--- src/rtl/byte_mem_master_pkg.sv ---
// Shared definitions for the byte-wide memory access path: size encodings,
// the access FSM state type and the bytes-per-access helper.
package mem_pkg;

    localparam logic [1:0] SIZE_B = 2'd0;
    localparam logic [1:0] SIZE_H = 2'd1;
    localparam logic [1:0] SIZE_W = 2'd2;

    typedef enum logic [1:0] {
        ST_IDLE = 2'd0,
        ST_BUSY = 2'd1,
        ST_RESP = 2'd2
    } state_e;

    // Number of byte cycles for a request size; size 3 is handled as a word.
    function automatic logic [2:0] byte_count(input logic [1:0] size);
        case (size)
            SIZE_B:  return 3'd1;
            SIZE_H:  return 3'd2;
            default: return 3'd4;
        endcase
    endfunction

endpackage

--- src/rtl/byte_mem_master_if.sv ---
// Request/response and RAM-side signals of byte_mem_master.
// Handshake: a request transfers on a rising edge where req_valid && req_ready;
// the response is a one-cycle resp_valid pulse with no backpressure.
interface byte_mem_master_if #(
    parameter int XLEN = 32,
    parameter int AW   = 10
);
    logic            req_valid;
    logic            req_ready;
    logic            req_write;
    logic [1:0]      req_size;
    logic            req_unsigned;
    logic [XLEN-1:0] req_addr;
    logic [XLEN-1:0] req_wdata;
    logic            resp_valid;
    logic [XLEN-1:0] resp_rdata;
    logic            resp_err;
    logic            mem_write_en;
    logic [AW-1:0]   mem_addr;
    logic [7:0]      mem_wdata;
    logic [7:0]      mem_rdata;

    // Access unit side.
    modport master (
        input  req_valid, req_write, req_size, req_unsigned, req_addr, req_wdata,
        input  mem_rdata,
        output req_ready, resp_valid, resp_rdata, resp_err,
        output mem_write_en, mem_addr, mem_wdata
    );

    // Requester / RAM side.
    modport slave (
        output req_valid, req_write, req_size, req_unsigned, req_addr, req_wdata,
        output mem_rdata,
        input  req_ready, resp_valid, resp_rdata, resp_err,
        input  mem_write_en, mem_addr, mem_wdata
    );

endinterface

--- src/rtl/byte_mem_master_load_extend.sv ---
// Combinational load data extension: picks byte/half/word from an assembled
// little-endian buffer and sign- or zero-extends it to XLEN.
module load_extend
    import mem_pkg::*;
#(
    parameter int XLEN = 32
) (
    input  logic [XLEN-1:0] buf_data,
    input  logic [1:0]      size,
    input  logic            is_unsigned,
    output logic [XLEN-1:0] result
);

    // Replicate the top bit of the selected width unless zero-extending.
    always_comb begin
        result = buf_data;
        case (size)
            SIZE_B:  result = {{(XLEN-8){~is_unsigned & buf_data[7]}}, buf_data[7:0]};
            SIZE_H:  result = {{(XLEN-16){~is_unsigned & buf_data[15]}}, buf_data[15:0]};
            default: result = buf_data;
        endcase
    end

endmodule

--- src/rtl/byte_mem_master.sv ---
// Byte-serial load/store access unit in front of a byte-wide RAM with
// combinational read and clocked write. One byte per cycle, little-endian.
// Optional feature: define MISALIGN_CHECK_EN to reject misaligned half/word
// requests with resp_err instead of walking them bytewise.
module byte_mem_master
    import mem_pkg::*;
#(
    parameter int MEM_DEPTH = 1024,
    parameter int XLEN      = 32
) (
    input  logic                  clock,
    input  logic                  reset,
    byte_mem_master_if.master     bus,
    output state_e                dbg_state
);

    localparam int AW = $clog2(MEM_DEPTH);

    state_e          state_q, state_d;
    logic [1:0]      cnt_q, cnt_d;
    logic            write_q, write_d;
    logic [1:0]      size_q, size_d;
    logic            uns_q, uns_d;
    logic [AW-1:0]   addr_q, addr_d;
    logic [XLEN-1:0] wdata_q, wdata_d;
    logic [XLEN-1:0] buf_q, buf_d;
    logic [XLEN-1:0] ext_data;
`ifdef MISALIGN_CHECK_EN
    logic            err_q, err_d;
    logic            misaligned;
`endif

    load_extend #(.XLEN(XLEN)) u_load_extend (
        .buf_data    (buf_q),
        .size        (size_q),
        .is_unsigned (uns_q),
        .result      (ext_data)
    );

`ifdef MISALIGN_CHECK_EN
    // Half needs addr[0]==0, word (and size 3) needs addr[1:0]==0.
    always_comb begin
        misaligned = 1'b0;
        case (bus.req_size)
            SIZE_B:  misaligned = 1'b0;
            SIZE_H:  misaligned = bus.req_addr[0];
            default: misaligned = (bus.req_addr[1:0] != 2'b00);
        endcase
    end
`endif

    // Next-state logic: latch request on accept, walk bytes, then respond.
    always_comb begin
        state_d = state_q;
        cnt_d   = cnt_q;
        write_d = write_q;
        size_d  = size_q;
        uns_d   = uns_q;
        addr_d  = addr_q;
        wdata_d = wdata_q;
        buf_d   = buf_q;
`ifdef MISALIGN_CHECK_EN
        err_d   = err_q;
`endif
        case (state_q)
            ST_IDLE: begin
                if (bus.req_valid) begin
                    write_d = bus.req_write;
                    size_d  = bus.req_size;
                    uns_d   = bus.req_unsigned;
                    addr_d  = bus.req_addr[AW-1:0];
                    wdata_d = bus.req_wdata;
                    cnt_d   = 2'd0;
                    buf_d   = '0;
                    state_d = ST_BUSY;
`ifdef MISALIGN_CHECK_EN
                    err_d   = misaligned;
                    if (misaligned) begin
                        state_d = ST_RESP;
                    end
`endif
                end
            end
            ST_BUSY: begin
                if (!write_q) begin
                    buf_d[{cnt_q, 3'b000} +: 8] = bus.mem_rdata;
                end
                cnt_d = cnt_q + 2'd1;
                if ({1'b0, cnt_q} == byte_count(size_q) - 3'd1) begin
                    state_d = ST_RESP;
                end
            end
            ST_RESP: begin
                state_d = ST_IDLE;
            end
            default: begin
                state_d = ST_IDLE;
            end
        endcase
    end

    // State and datapath registers with synchronous reset.
    always_ff @(posedge clock) begin
        if (reset) begin
            state_q <= ST_IDLE;
            cnt_q   <= '0;
            write_q <= 1'b0;
            size_q  <= '0;
            uns_q   <= 1'b0;
            addr_q  <= '0;
            wdata_q <= '0;
            buf_q   <= '0;
`ifdef MISALIGN_CHECK_EN
            err_q   <= 1'b0;
`endif
        end else begin
            state_q <= state_d;
            cnt_q   <= cnt_d;
            write_q <= write_d;
            size_q  <= size_d;
            uns_q   <= uns_d;
            addr_q  <= addr_d;
            wdata_q <= wdata_d;
            buf_q   <= buf_d;
`ifdef MISALIGN_CHECK_EN
            err_q   <= err_d;
`endif
        end
    end

    // Outputs from registered state; the write enable is also gated by reset
    // so no byte is written on the edge that resets an in-flight store.
    always_comb begin
        bus.req_ready    = (state_q == ST_IDLE);
        bus.mem_write_en = 1'b0;
        bus.mem_addr     = '0;
        bus.mem_wdata    = 8'h00;
        bus.resp_valid   = 1'b0;
        bus.resp_rdata   = '0;
        bus.resp_err     = 1'b0;
        if (state_q == ST_BUSY) begin
            bus.mem_write_en = write_q & ~reset;
            bus.mem_addr     = addr_q + AW'(cnt_q);
            bus.mem_wdata    = write_q ? wdata_q[{cnt_q, 3'b000} +: 8] : 8'h00;
        end
        if (state_q == ST_RESP) begin
            bus.resp_valid = 1'b1;
`ifdef MISALIGN_CHECK_EN
            bus.resp_err   = err_q;
            bus.resp_rdata = (write_q || err_q) ? '0 : ext_data;
`else
            bus.resp_rdata = write_q ? '0 : ext_data;
`endif
        end
    end

    assign dbg_state = state_q;

endmodule

--- src/flat_wrapper.sv ---
// flat-port wrapper written by rule: the top's interface ports become plain ports
module byte_mem_master_flat import mem_pkg::*;
#(
    parameter int MEM_DEPTH = 1024,
    parameter int XLEN      = 32
)
  (clock, reset, dbg_state, bus_req_valid, bus_req_write, bus_req_size, bus_req_unsigned, bus_req_addr, bus_req_wdata, bus_mem_rdata, bus_req_ready, bus_resp_valid, bus_resp_rdata, bus_resp_err, bus_mem_write_en, bus_mem_addr, bus_mem_wdata);
  byte_mem_master_if #(.XLEN(XLEN), .AW((10))) bus_i ();
  input  logic clock;
  input  logic reset;
  output state_e dbg_state;
  input wire logic [$bits(bus_i.req_valid)-1:0] bus_req_valid;
  input wire logic [$bits(bus_i.req_write)-1:0] bus_req_write;
  input wire logic [$bits(bus_i.req_size)-1:0] bus_req_size;
  input wire logic [$bits(bus_i.req_unsigned)-1:0] bus_req_unsigned;
  input wire logic [$bits(bus_i.req_addr)-1:0] bus_req_addr;
  input wire logic [$bits(bus_i.req_wdata)-1:0] bus_req_wdata;
  input wire logic [$bits(bus_i.mem_rdata)-1:0] bus_mem_rdata;
  output wire logic [$bits(bus_i.req_ready)-1:0] bus_req_ready;
  output wire logic [$bits(bus_i.resp_valid)-1:0] bus_resp_valid;
  output wire logic [$bits(bus_i.resp_rdata)-1:0] bus_resp_rdata;
  output wire logic [$bits(bus_i.resp_err)-1:0] bus_resp_err;
  output wire logic [$bits(bus_i.mem_write_en)-1:0] bus_mem_write_en;
  output wire logic [$bits(bus_i.mem_addr)-1:0] bus_mem_addr;
  output wire logic [$bits(bus_i.mem_wdata)-1:0] bus_mem_wdata;
  assign bus_i.req_valid = bus_req_valid;
  assign bus_i.req_write = bus_req_write;
  assign bus_i.req_size = bus_req_size;
  assign bus_i.req_unsigned = bus_req_unsigned;
  assign bus_i.req_addr = bus_req_addr;
  assign bus_i.req_wdata = bus_req_wdata;
  assign bus_i.mem_rdata = bus_mem_rdata;
  assign bus_req_ready = bus_i.req_ready;
  assign bus_resp_valid = bus_i.resp_valid;
  assign bus_resp_rdata = bus_i.resp_rdata;
  assign bus_resp_err = bus_i.resp_err;
  assign bus_mem_write_en = bus_i.mem_write_en;
  assign bus_mem_addr = bus_i.mem_addr;
  assign bus_mem_wdata = bus_i.mem_wdata;
  byte_mem_master #(.MEM_DEPTH(MEM_DEPTH), .XLEN(XLEN)) u_core (.clock(clock), .reset(reset), .bus(bus_i), .dbg_state(dbg_state));
endmodule
--- config.mk ---
export PLATFORM = sky130hd
export DESIGN_NAME = byte_mem_master_flat
export DESIGN_NICKNAME = d
export VERILOG_FILES = /design/src/rtl/byte_mem_master_pkg.sv /design/src/rtl/byte_mem_master_if.sv /design/src/rtl/byte_mem_master_load_extend.sv /design/src/rtl/byte_mem_master.sv /design/src/flat_wrapper.sv
export SDC_FILE = /design/constraint.sdc
export NUM_CORES = 1
export LEC_CHECK = 0
export ABC_CLOCK_PERIOD_IN_PS = 2100
export BUFFER_PORTS_ARGS = -buffer_cell sky130_fd_sc_hd__buf_2
export CAP_MARGIN = 15
export CORE_ASPECT_RATIO = 0.6
export CORE_MARGIN = 2
export CORE_UTILIZATION = 47
export CTS_CLUSTER_DIAMETER = 80
export DETAILED_ROUTE_END_ITERATION = 7
export HOLD_SLACK_MARGIN = 0.08
export MAX_ROUTING_LAYER = met4
export PLACE_DENSITY = 0.82
export SYNTH_ARGS = -nofsm -noshare
export SYNTH_HDL_FRONTEND = slang
export SYNTH_SLANG_ARGS = --single-unit
--- constraint.sdc ---
create_clock -name clock -period 2.1 [get_ports clock]
set_clock_uncertainty 0.2 [all_clocks]
set_input_delay 0.21 -clock clock [delete_from_list [all_inputs] [get_ports clock]]
set_output_delay 0.21 -clock clock [all_outputs]
set_load 0.05 [all_outputs]
Word level (Yosys, flattened, before mapping)
Index checks and enable logic that the tools add are counted.
{"block": "word_totals", "register_bits": 82, "latchBits": 0, "ram_bits": 0, "rom_bits": 0, "inputBits": 79, "out_inout_bits": 56, "elab_cells": 53, "memories": 0}
{"block": "classes", "n_addsub": 4, "n_mul": 0, "n_div": 0, "magnitude_cmp": 0, "n_eq_ne": 7, "n_shift": 3, "n_mux": 19, "bitwise_logic": 5, "reduce_logical": 7}
{"cell": "32-bit 2-to-1 mux", "n": 4}
{"cell": "32-bit one-hot mux with 2 select lines", "n": 2}
{"cell": "32-bit bitwise mux", "n": 1}
{"cell": "8-bit by 7-bit variable shift with 32-bit output, first input constant", "n": 1}
{"cell": "32-bit by 6-bit indexed part select with 8-bit output", "n": 1}
{"cell": "8-bit by 7-bit indexed part select with 32-bit output", "n": 1}
{"cell": "8-bit 2-to-1 mux", "n": 2}
{"cell": "10-bit by 2-bit adder with 10-bit output", "n": 1}
{"cell": "10-bit 2-to-1 mux", "n": 1}
{"cell": "2-bit one-hot mux with 2 select lines", "n": 2}
{"cell": "5-bit negation with 7-bit output", "n": 1}
{"cell": "2-bit 2-to-1 mux", "n": 3}
{"cell": "3-bit one-hot mux with 2 select lines", "n": 1}
{"cell": "2-bit AND reduction", "n": 3}
{"cell": "2-bit by 1-bit == test with 1-bit output, second input constant", "n": 2}
{"cell": "2-bit logical NOT", "n": 2}
{"cell": "2-bit inequality test, second input constant", "n": 2}
{"cell": "1-bit AND", "n": 3}
{"cell": "2-bit by 3-bit == test with 1-bit output", "n": 1}
{"cell": "3-bit 2-to-1 mux", "n": 1}
{"cell": "3-bit AND reduction", "n": 1}
{"cell": "3-bit by 1-bit subtractor with 3-bit output, second input constant", "n": 1}
{"cell": "2-bit by 1-bit adder with 2-bit output, second input constant", "n": 1}
{"cell": "2-bit == test, second input constant", "n": 1}
{"cell": "other kinds (4)", "n": 6}

Logic depth before layout (Yosys ltp)
Gate-level depths: netlist of run 1.
{"block": "depth", "word_depth": 7, "depth_mapped": 9, "mapped_depth_nobuf": 5}

By module
A second synthesis of run 1 with hierarchy kept.
{"block": "hier_totals", "cells_unflattened": 566, "hier_area_um2": 4606.9}
{"mod": "byte_mem_master", "instances": 1, "cells_per_inst": 499, "area_per_inst_um2": 4251.6, "seq_area_each_um2": 1641.6}
{"mod": "load_extend", "instances": 1, "cells_per_inst": 67, "area_per_inst_um2": 355.3, "seq_area_each_um2": 0.0}

Worst setup path after synthesis of run 1
No wires, ideal clock.
{"block": "synth_path", "path_kind": "reg2out", "startpoint": "register u_core.state_q[1] (netlist: u_core.dbg_state[1])", "endpoint": "output bus_resp_rdata[19]", "arrival_time_ps": 2714, "required_time_ps": 1690, "path_slack_ps": -1024, "stages_incl_launch_ff": 6, "path_buffers": 2, "cell_sequence": "dfxtp_1 and2b_1 nand2b_1 clkbuf_1 buf_2 nor3_1"}
{"block": "synth_via", "elab_chain_len": 2}
{"item": "start, declared", "line": "byte_mem_master.sv:19", "source": "state_e state_q, state_d;"}
{"item": "start signal, assigned", "line": "byte_mem_master.sv:117", "source": "state_q <= state_d;"}
{"item": "2-bit == test", "line": "byte_mem_master.sv:146", "source": "if (state_q == ST_RESP) begin"}
{"item": "32-bit 2-to-1 mux", "line": "byte_mem_master.sv:146"}
{"item": "end, declared", "line": "flat_wrapper.sv:21", "source": "output wire logic [$bits(bus_i.resp_rdata)-1:0] bus_resp_rdata;"}
Every way passes these cells.

Worst setup path in the final report of run 1
{"block": "layout_path", "startpoint": "register u_core.cnt_q[0]", "endpoint": "output bus_mem_addr[4]"}
{"block": "layout_via", "elab_chain_len": 2}
{"item": "start, declared", "line": "byte_mem_master.sv:20", "source": "logic [1:0] cnt_q, cnt_d;"}
{"item": "start signal, assigned", "line": "byte_mem_master.sv:118", "source": "cnt_q <= cnt_d;"}
{"item": "10-bit by 2-bit adder with 10-bit output", "line": "byte_mem_master.sv:143", "source": "bus.mem_addr = addr_q + AW'(cnt_q);"}
{"item": "10-bit 2-to-1 mux", "line": "byte_mem_master.sv:141", "source": "if (state_q == ST_BUSY) begin"}
{"item": "end, declared", "line": "flat_wrapper.sv:24", "source": "output wire logic [$bits(bus_i.mem_addr)-1:0] bus_mem_addr;"}
Every way passes these cells.

==> results.json, run 1 <==
{
  "cts_buffer_depth": 2,
  "tritoncts": "done",
  "place_area_um2": 5530,
  "synth_top_area_frac": 0.370,
  "setup_ws_ns": -0.256,
  "synthTopCellsByArea": "dfxtp_1, nand2_1, a21oi_1",
  "worstPathRequired_ns": 1.69,
  "cp.arrival_ns": 1.95,
  "drv_cap": 0,
  "port_buffers": 111,
  "p_per_area_nw_per_um2": 612,
  "io_pins": 135,
  "rsz0062_at_grt": "true",
  "postLayoutCellArea_um2": 6740,
  "initial_utilization": 0.483,
  "core_um2": 9190,
  "dieHeight_um": 79.3,
  "detailedRoute.firstPassIterationCount": 5,
  "clk_pin_slew_ns": 0.06,
  "synthToLayoutAreaGrowth_pct": 51.9,
  "syn_area_um2": 4440,
  "hold_class": "primary input to flop",
  "die_x_um": 129,
  "htreeDepth": 3,
  "syn_nets": 623,
  "antenna_found_initial": 1,
  "post-route-util": 0.734,
  "yosys_warnings": 0,
  "drtIter0Drc": 354,
  "synth-seq-cells": 82,
  "dp.cells": 759,
  "fin_tns_setup_ns": -3.34,
  "cts-buffers-inserted": 9,
  "routed_wl_mm": 13.7,
  "cts_root_buf": "clkbuf_16",
  "min_period_ns": 2.36,
  "crit_chain": "ha_4, fa_2, buf_4, buf_6, nand3_2, xor2_1, nor2_2, buf_6",
  "critical_path_class": "flop to output pin",
  "fin_total_pwr_mw": 4.13,
  "rows": 27,
  "grt_pass1_vias": 4271,
  "grt_pass1_wl_mm": 21.2,
  "clk_latency_ns": 0.34,
  "hold_viol": 0,
  "path_max_fanout": 2,
  "status": "finished, violations left",
  "layoutNonFillerInstCount": 830,
  "layout-drive-gt1-share": 0.343,
  "cp-end-kind": "output pin",
  "reg2reg_depth": 7,
  "ys_seq_area_frac": 0.370,
  "post-route-period-util": 1.12,
  "vias": 4472,
  "start_kind": "flop",
  "fin_nets": 781,
  "timing.fmax_mhz": 425,
  "synth_top_area_cell": "dfxtp_1",
  "drv_slew": 0,
  "violations": "negative setup slack",
  "preCtsSetupSlack_ns": -0.0846,
  "synth_edf_count": 0,
  "drtAntennaViolNets": 0,
  "synthCells": 536,
  "cp_slowest_stage_delay_ns": 0.38,
  "grt_start_max_net_pins": 53,
  "grt_usage": 0.271,
  "grt-ovfl-total": 0,
  "timing.hold.ws_ns": 0.160,
  "dpl.hpwl_mm": 8.94,
  "cts_sinks": 82,
  "syn_avg_cell_area_um2": 8.28,
  "globalplace.congestion": 0.890,
  "setup_viol": 31,
  "hold_path_depth": 4,
  "drc_errors": 0,
  "crit_path_frequent_cell": "buf_6",
  "synth-async-reset-ratio": 0,
  "cpMaxStageDelayCell": "fa_2",
  "leakagePower_nw": 2.65,
  "post_synth_num_cell_types": 50,
  "viasPerCell": 5.39,
  "die_area_um2": 10300,
  "ir_drop_uv": 485,
  "synth_flop_cell": "dfxtp_1",
  "post_drt_wl_per_cell_um": 16.5
}
timing repair:
item / in CTS / in global routing
hold endpoints to repair: 47 / 0
setup endpoints to repair: 50 / 79
hold buffers: 47 / 0
gates resized for setup: 72 / 60
cloned: 1 / 2
buffers inserted: 3 / 3
pin swaps: 12 / 8
cells in the mapped netlist (4+ instances only):
| cell type | number |
|---|---|
| nand2_1 | 95 |
| dfxtp_1 | 82 |
| a21oi_1 | 69 |
| nand3_1 | 36 |
| nand2b_1 | 26 |
| nor2b_1 | 25 |
| mux2i_1 | 24 |
| buf_2 | 21 |
| nor3_1 | 18 |
| clkbuf_1 | 14 |
| and2_1 | 12 |
| o21ai_0 | 11 |
| and3_1 | 8 |
| and4b_1 | 8 |
| o211ai_1 | 8 |
| ha_1 | 7 |
| mux4_2 | 6 |
| nor2_1 | 6 |
| inv_1 | 5 |
| buf_4 | 4 |
worst max-delay path, delay by kind of cell (launching register included):
family	cells	cell delay, ns
buffers and inverters	3	0.41
and+or+nand+nor	2	0.12
adders and majority gates	2	0.55
DFF	1	0.36
xor gates and xnor gates	1	0.17
layout by cell type (no fill, tap or decap), types with 25 or more instances in the layout:
| master | n |
|---|---|
| nand2_1 | 95 |
| buf_2 | 70 |
| dfxtp_1 | 69 |
| a21oi_1 | 55 |
| dlygate4sd3_1 | 47 |
| buf_6 | 37 |
| nand3_1 | 35 |
| buf_4 | 34 |
| nand2b_1 | 25 |
| nor2b_1 | 25 |
where the power goes:
part           switching [mW]  internal (mW)  total [mW]  leakage, nW
clock                   0.621          0.863        1.48        0.131
sequential             0.0718           1.64        1.71        0.675
combinational           0.530          0.405       0.935         1.84
total                    1.22           2.90        4.13         2.65
layout make-up:
| type | instances | area (um^2) |
|---|---|---|
| Inverter | 5 | 18.8 |
| Timing Repair Buffer | 195 | 1630 |
| Fill cell | 705 | 2450 |
| Clock buffer | 12 | 256 |
| Clock inverter | 4 | 27.5 |
| Antenna cell | 1 | 2.50 |
| Tap cell | 130 | 163 |
| Sequential cell | 82 | 1670 |
| Multi-Input combinational cell | 401 | 2970 |
cells by family after synthesis:
| family | Yosys count | share of synthesized area |
|---|---|---|
| compound gates | 100 | 0.131 |
| flops | 82 | 0.370 |
| xor+xnor | 3 | 0.00592 |
| mux | 33 | 0.0990 |
| other cells | 1 | 0.000845 |
| simple gates | 256 | 0.309 |
| fa+ha+maj | 8 | 0.0242 |
| buf+inv | 53 | 0.0600 |
path summary, 6_finish.rpt:
path,from,endpoint,slack (ns)
max,u_core.cnt_q[0],bus_mem_addr[4],-0.26
min,bus_mem_rdata[7],u_core.buf_q[31],0.16
max reg2reg,u_core.cnt_q[0],u_core.buf_q[10],-0.07
min reg2reg,u_core.wdata_q[16],u_core.wdata_q[16],0.26
layer usage:
layer | global-route usage | share of wire | wire length (um)
met1 | 0.350 | 0.45 | 6190
met4 | 0.0742 | 0.010 | 141
met2 | 0.426 | 0.47 | 6380
met3 | 0.0701 | 0.070 | 959
met5 | - | 0 | 0
state kept, by name (all words and copies together) (netlist names):
| signal | count |
|---|---|
| u_core.buf_q | 32 |
| u_core.wdata_q | 32 |
| u_core.addr_q | 10 |
| u_core.cnt_q | 2 |
| u_core.dbg_state | 2 |
| u_core.size_q | 2 |
| u_core.uns_q | 1 |
| u_core.write_q | 1 |
(Power assumes the default switching activity.)
==> run 2: changes to the inputs <==
--- a/config.mk
+++ b/config.mk
@@ -5,6 +5,7 @@
 export SDC_FILE = /design/constraint.sdc
 export NUM_CORES = 1
 export LEC_CHECK = 0
+export ABC_AREA = 1
 export ABC_CLOCK_PERIOD_IN_PS = 2100
 export BUFFER_PORTS_ARGS = -buffer_cell sky130_fd_sc_hd__buf_2
 export CAP_MARGIN = 15
==> run 2 against run 1 <==
  * The flow still finishes with violations (negative setup slack)
  * Combinational power grew 42%
  * Area after synthesis increased by 2.1%
  * Via count rose by 14%
  * Clock power barely moved
  * Die area rose by 2.0%
  * Register-to-register slack better by 0.17 ns
  * Clock-buffer cell count is 1 higher
  * Global-route usage up 1.2 points
  * Setup slack improved by 0.14 ns
  * Critical endpoint is now bus_mem_addr[6]
  * Largest cell class unchanged
  * Largest power group unchanged
  * Highest routed layer unchanged
==> results.json, run 2 <==
{
  "post-route-util": 0.696,
  "place_area_um2": 5250,
  "start_kind": "flop",
  "cp-end-kind": "output pin",
  "cts_root_buf": "clkbuf_16",
  "most-common-layout-cells": "nor2_1, nand2_1, inv_1",
  "cts_sinks": 82,
  "routed_wl_mm": 14.2,
  "drc_errors": 0,
  "ys_seq_area_frac": 0.362,
  "synthToLayoutAreaGrowth_pct": 42.2,
  "post_synth_num_cell_types": 29,
  "synth-async-reset-ratio": 0,
  "hold-path-endpoint": "u_core.buf_q[20]",
  "dieHeight_um": 80.1,
  "crit_path_frequent_cell": "buf_6",
  "hold_path_depth": 5,
  "vias": 5078,
  "clk_pin_slew_ns": 0.06,
  "syn_avg_cell_area_um2": 6.37,
  "drv_slew": 0,
  "min_from": "bus_mem_rdata[4]",
  "startpoint": "u_core.cnt_q[0]",
  "fin_nets": 957,
  "viasPerCell": 5.06,
  "max-slew-margin-rel": 0.640,
  "die_area_um2": 10500,
  "rsz0062_at_grt": "true",
  "drtIter0Drc": 610,
  "synth_top_area_cell": "dfxtp_1",
  "dpl.hpwl_mm": 8.98,
  "nFillCells": 800,
  "grt-ovfl-total": 0,
  "clk_latency_ns": 0.33,
  "htreeDepth": 3,
  "port_buffers": 111,
  "worstPathRequired_ns": 1.69,
  "min_period_ns": 2.22,
  "post_drt_wl_per_cell_um": 14.1,
  "detailedRoute.firstPassIterationCount": 6,
  "final_common_cell": "nor2_1",
  "globalplace.congestion": 0.921,
  "antenna_found_initial": 0,
  "leakagePower_nw": 3.09,
  "grt_start_max_net_pins": 56,
  "critical_path_class": "flop to output pin",
  "status": "finished, violations left",
  "syn_nets": 798,
  "synth-seq-cells": 82,
  "rows": 27,
  "synth_most_common_cell": "nor2_1",
  "drtAntennaViolNets": 0,
  "synth_top_area_frac": 0.362,
  "layout-drive-gt1-share": 0.267,
  "n_antenna_cell": 0,
  "timing.fmax_mhz": 451,
  "reg2reg_depth": 8,
  "die_x_um": 131,
  "cts_buffer_depth": 2,
  "synth_flop_cell": "dfxtp_1",
  "ir_drop_uv": 519,
  "cp_slowest_stage_delay_ns": 0.37,
  "grt_pass1_wl_mm": 22.3,
  "cpMaxStageDelayCell": "fa_2",
  "cp.arrival_ns": 1.81,
  "r2r_end": "u_core.buf_q[23]",
  "p_per_area_nw_per_um2": 717,
  "io_pins": 135,
  "initial_utilization": 0.490,
  "synth_edf_count": 0,
  "cts-buffers-inserted": 9,
  "syn_area_um2": 4530,
  "grt_pass1_vias": 4471,
  "post-route-period-util": 1.06,
  "critPathBufInv": 2,
  "worst_path_dominant_cell_family": "adder cells",
  "synth_commonest_cells": "nor2_1, nand2_1, inv_1",
  "synthTopCellsByArea": "dfxtp_1, nor2_1, nand2_1",
  "core_um2": 9260,
  "synthCells": 711,
  "hold_viol": 0,
  "rrSetupSlack_ns": 0.10,
  "tightestPinTransition_ns": 0.540,
  "postLayoutCellArea_um2": 6440,
  "drv_cap": 0,
  "setup_ws_ns": -0.119,
  "crit_chain": "ha_4, fa_2, nand2_4, buf_6, nor2_4, a21oi_2, nor3_2, buf_6",
  "setup_viol": 8,
  "largest_registers": "u_core.buf_q: 32 flops, u_core.wdata_q: 32 flops, u_core.addr_q: 10 flops",
  "reg2reg_from": "u_core.cnt_q[0]",
  "yosys_warnings": 0,
  "grt_usage": 0.284,
  "violations": "negative setup slack",
  "path_max_fanout": 2,
  "tritoncts": "done",
  "hold_class": "primary input to flop"
}
[run 2: cell types whose count changed after synthesis, moves of 16 or more]
cell	delta
nand2b_1	-26
nand2_1	+29
nor2_1	+186
o21ai_0	+53
mux2i_1	-24
a21oi_1	-16
inv_1	+78
nor2b_1	-25
[run 2: report_power, final]
group,switching (mW),internal (mW)
sequential,0.102,1.73
clock,0.594,0.857
combinational,0.867,0.465
[run 2: what timing repair did]
item	CTS	global route
hold endpoints to repair	55	0
pin swaps	6	19
setup endpoints to repair	49	70
hold buffers	48	0
buffers inserted	2	3
gates cloned	1	2
resized for setup	71	57
[run 2: cells by family after synthesis]
group           after synthesis  synth area share
simple gates                371             0.348
compound gates              124             0.137
buf+inv                     124             0.126
flops                        82             0.362
fa+ha+maj                     8            0.0237
xor+xnor                      1           0.00193
other cells                   1          0.000827
[run 2: area by class of cell]
type / count / area (um^2) / share of cell area
timing repair buffer: 181 / 1400 / 0.217
tap: 130 / 163 / 0.0252
inverter: 89 / 345 / 0.0536
clock buffer: 13 / 260 / 0.0404
sequential: 82 / 1650 / 0.257
clock inverter: 2 / 12.5 / 0.00194
multi-input combinational: 507 / 2610 / 0.406
[run 2: through the flow]
stage | worst slack [ns] | std cells | setup TNS [ns] | total power [mW] | hold WS, ns
finish | -0.119 | 1004 | -0.460 | 4.62 | 0.0960
floorplan | -0.233 | 711 | -5.08 | 2.72 | 0.145
global placement | -0.0274 | 933 | -0.0274 | 2.95 | 0.231
CTS | -0.212 | 999 | -0.792 | 4.54 | 0.0803
global route | -0.176 | 1004 | -1.09 | 4.88 | 0.132
detailed placement | -0.123 | 933 | -0.123 | 2.97 | 0.237
[run 2: worst max path at each step]
stage / end / slack [ns] / cells after the start
2_1_floorplan: bus_mem_wdata[0] / -0.23 / 4
4_1_cts: bus_mem_addr[6] / -0.21 / 8
5_1_grt: bus_mem_addr[6] / -0.18 / 8
3_3_place_gp: bus_mem_addr[8] / -0.03 / 7
6_report: bus_mem_addr[6] / -0.12 / 8
3_5_place_dp: bus_mem_addr[8] / -0.12 / 7
[run 2: per-layer routing]
| metal | vias to the layer above | wire length (um) | share of wire | global-route usage |
|---|---|---|---|---|
| met5 | - | 0 | 0 | - |
| met4 | 0 | 250 | 0.018 | 0.0713 |
| met3 | 29 | 1280 | 0.090 | 0.0500 |
| met2 | 265 | 5940 | 0.42 | 0.415 |
| met1 | 2255 | 6730 | 0.47 | 0.406 |
| li1 | 2529 | - | - | - |
[run 2: worst reg2reg max path, cell delays in order (launching register included)]
cell and delay [ns]:
dfxtp_4 0.36, buf_4 0.14, clkinvlp_4 0.17, ha_2 0.44
nand3_1 0.12, nor2_1 0.20, buf_4 0.16, a21oi_1 0.07
nor2_1 0.09
==> run 3: changes to the inputs <==
==> constraint.sdc (replaced) <==
create_clock -name clock -period 2.1 [get_ports clock]
set_clock_uncertainty 0.2 [all_clocks]
set_input_delay 0.21 -clock clock [delete_from_list [all_inputs] [get_ports clock]]
set_output_delay 0.21 -clock clock [all_outputs]
set_load 0.01 [all_outputs]
==> run 3 against run 2 <==
  * The flow still finishes with violations (negative setup slack)
  * Global-route usage decreased by 1.7 points
  * First-iteration DRC count rose by 0.33%
  * Core utilization decreased by 2.6 points
  * Die area is the same
  * Maximum frequency grew 3.5%
  * Critical endpoint is now bus_mem_addr[2]
==> results.json, run 3 (synthesis gave the netlist of run 2 again) <==
{
  "rrSetupSlack_ns": 0.09,
  "cp-end-kind": "output pin",
  "nFillCells": 822,
  "p_per_area_nw_per_um2": 735,
  "vias": 4988,
  "rows": 27,
  "reg2reg_depth": 9,
  "n_antenna_cell": 0,
  "min_from": "bus_mem_rdata[4]",
  "drtIter0Drc": 612,
  "clk_latency_ns": 0.34,
  "die_area_um2": 10500,
  "layoutNonFillerInstCount": 1002,
  "postLayoutCellArea_um2": 6200,
  "cts-buffers-inserted": 9,
  "r2r_end": "u_core.buf_q[22]",
  "min_period_ns": 2.14,
  "tritoncts": "done",
  "dieHeight_um": 80.1,
  "cp.arrival_ns": 1.73,
  "drv_cap": 0,
  "port_buffers": 111,
  "layout-drive-gt1-share": 0.233,
  "io_pins": 135,
  "dp.cells": 933,
  "routed_wl_mm": 13.8,
  "dpl.hpwl_mm": 8.87,
  "drv_slew": 0,
  "setup_ws_ns": -0.0430,
  "rsz0062_at_grt": "true",
  "setup_viol": 3,
  "initial_utilization": 0.490,
  "viasPerCell": 4.98,
  "ir_drop_uv": 449,
  "fin_nets": 956,
  "routed-wl-met3_mm": 1.30,
  "final_common_cell": "nor2_1",
  "most-common-layout-cells": "nor2_1, nand2_1, buf_2",
  "path_max_fanout": 2,
  "m1WireLength_mm": 6.77,
  "hold_class": "primary input to flop",
  "violations": "negative setup slack",
  "hold_viol": 0,
  "cts_sinks": 82,
  "timing.fmax_mhz": 467,
  "highest-signal-layer": "met4",
  "status": "finished, violations left",
  "multi_input_area_um2": 2490,
  "hold-path-endpoint": "u_core.buf_q[20]",
  "htreeDepth": 3,
  "wl_met2_mm": 5.50,
  "post_drt_wl_per_cell_um": 13.8,
  "post-route-period-util": 1.02,
  "globalplace.congestion": 1.01,
  "grt_pass1_vias": 4253,
  "start_kind": "flop",
  "leakagePower_nw": 3.08,
  "critical_path_class": "flop to output pin",
  "clk_pin_slew_ns": 0.06,
  "antenna_found_initial": 0,
  "worstPathRequired_ns": 1.69,
  "grt-ovfl-total": 0,
  "core_um2": 9260,
  "largest_registers": "u_core.buf_q: 32 flops, u_core.wdata_q: 32 flops, u_core.addr_q: 10 flops",
  "detailedRoute.firstPassIterationCount": 6,
  "drc_errors": 0,
  "cts_root_buf": "clkbuf_16",
  "drtAntennaViolNets": 0,
  "die_x_um": 131,
  "cts_buffer_depth": 2,
  "startpoint": "u_core.cnt_q[0]",
  "reg2reg_from": "u_core.cnt_q[0]",
  "grt_start_max_net_pins": 56,
  "ff_latch_area_um2": 1660,
  "grt_pass1_wl_mm": 21.1,
  "preCtsSetupSlack_ns": 0.0933,
  "fin_total_pwr_mw": 4.56,
  "hold_path_depth": 5,
  "synthToLayoutAreaGrowth_pct": 36.9,
  "grt_usage": 0.267,
  "place_area_um2": 5150
}
[run 3: cell count changes in the layout (fill, tap and decap cells not counted), sizes merged]
cell	previous run	this run
clkbuf	17	12
dlygate4sd3	48	50
buf	129	130
bufinv	0	1
clkinv	2	3
inv	87	86
nand3	32	31
[run 3: timing repair]
| action | 4_1_cts | 5_1_grt |
|---|---|---|
| setup endpoints to repair | 37 | 73 |
| gates cloned | 0 | 2 |
| pin swaps | 4 | 9 |
| gates resized for setup | 29 | 45 |
| buffers inserted | 2 | 1 |
| hold buffers | 50 | 0 |
| endpoints found under the hold margin | 58 | 0 |
[run 3: final cells by class]
class / instances / area share
multi-input combinational: 506 / 0.402
sequential: 82 / 0.267
timing repair buffer: 181 / 0.205
inverter: 89 / 0.0553
clock buffer: 11 / 0.0375
tap: 130 / 0.0262
clock inverter: 3 / 0.00686
[run 3: critical path, cell delays in order (launching register included)]
cell and delay [ns]:
dfxtp_4 0.36, ha_4 0.17, fa_2 0.37, buf_4 0.16, o21ai_2 0.12, a21oi_2 0.05
buf_2 0.15
[run 3: where the power goes]
part / switching, mW / total [mW] / internal (mW)
combinational: 0.746 / 1.20 / 0.453
sequential: 0.109 / 1.84 / 1.74
clock: 0.610 / 1.52 / 0.906
[run 3: how the worst max path moves through the flow]
stage,endpoint,slack [ns],cells past startpoint
finish,bus_mem_addr[2],-0.04,6
global route,bus_mem_addr[8],-0.1,8
CTS,bus_mem_addr[6],-0.08,7
detailed placement,u_core.buf_q[14],0.09,9
global placement,bus_mem_addr[8],0.12,7
floorplan,u_core.buf_q[25],0.01,9
[run 3: per-layer routing]
metal  track usage  vias to the layer above
met4        0.0649                        0
met2         0.372                      241
li1              -                     2511
met5             -                        -
met1         0.394                     2206
met3        0.0506                       30
[run 3: stage by stage]
stage                     setup TNS (ns)  hold slack, ns  utilization
after floorplan                        0           0.145            -
after global placement                 0           0.233        0.556
after detailed placement               0           0.237        0.556
after CTS                         -0.347          0.0880        0.650
after global routing              -0.929           0.127        0.670
final                            -0.0966          0.0942        0.670
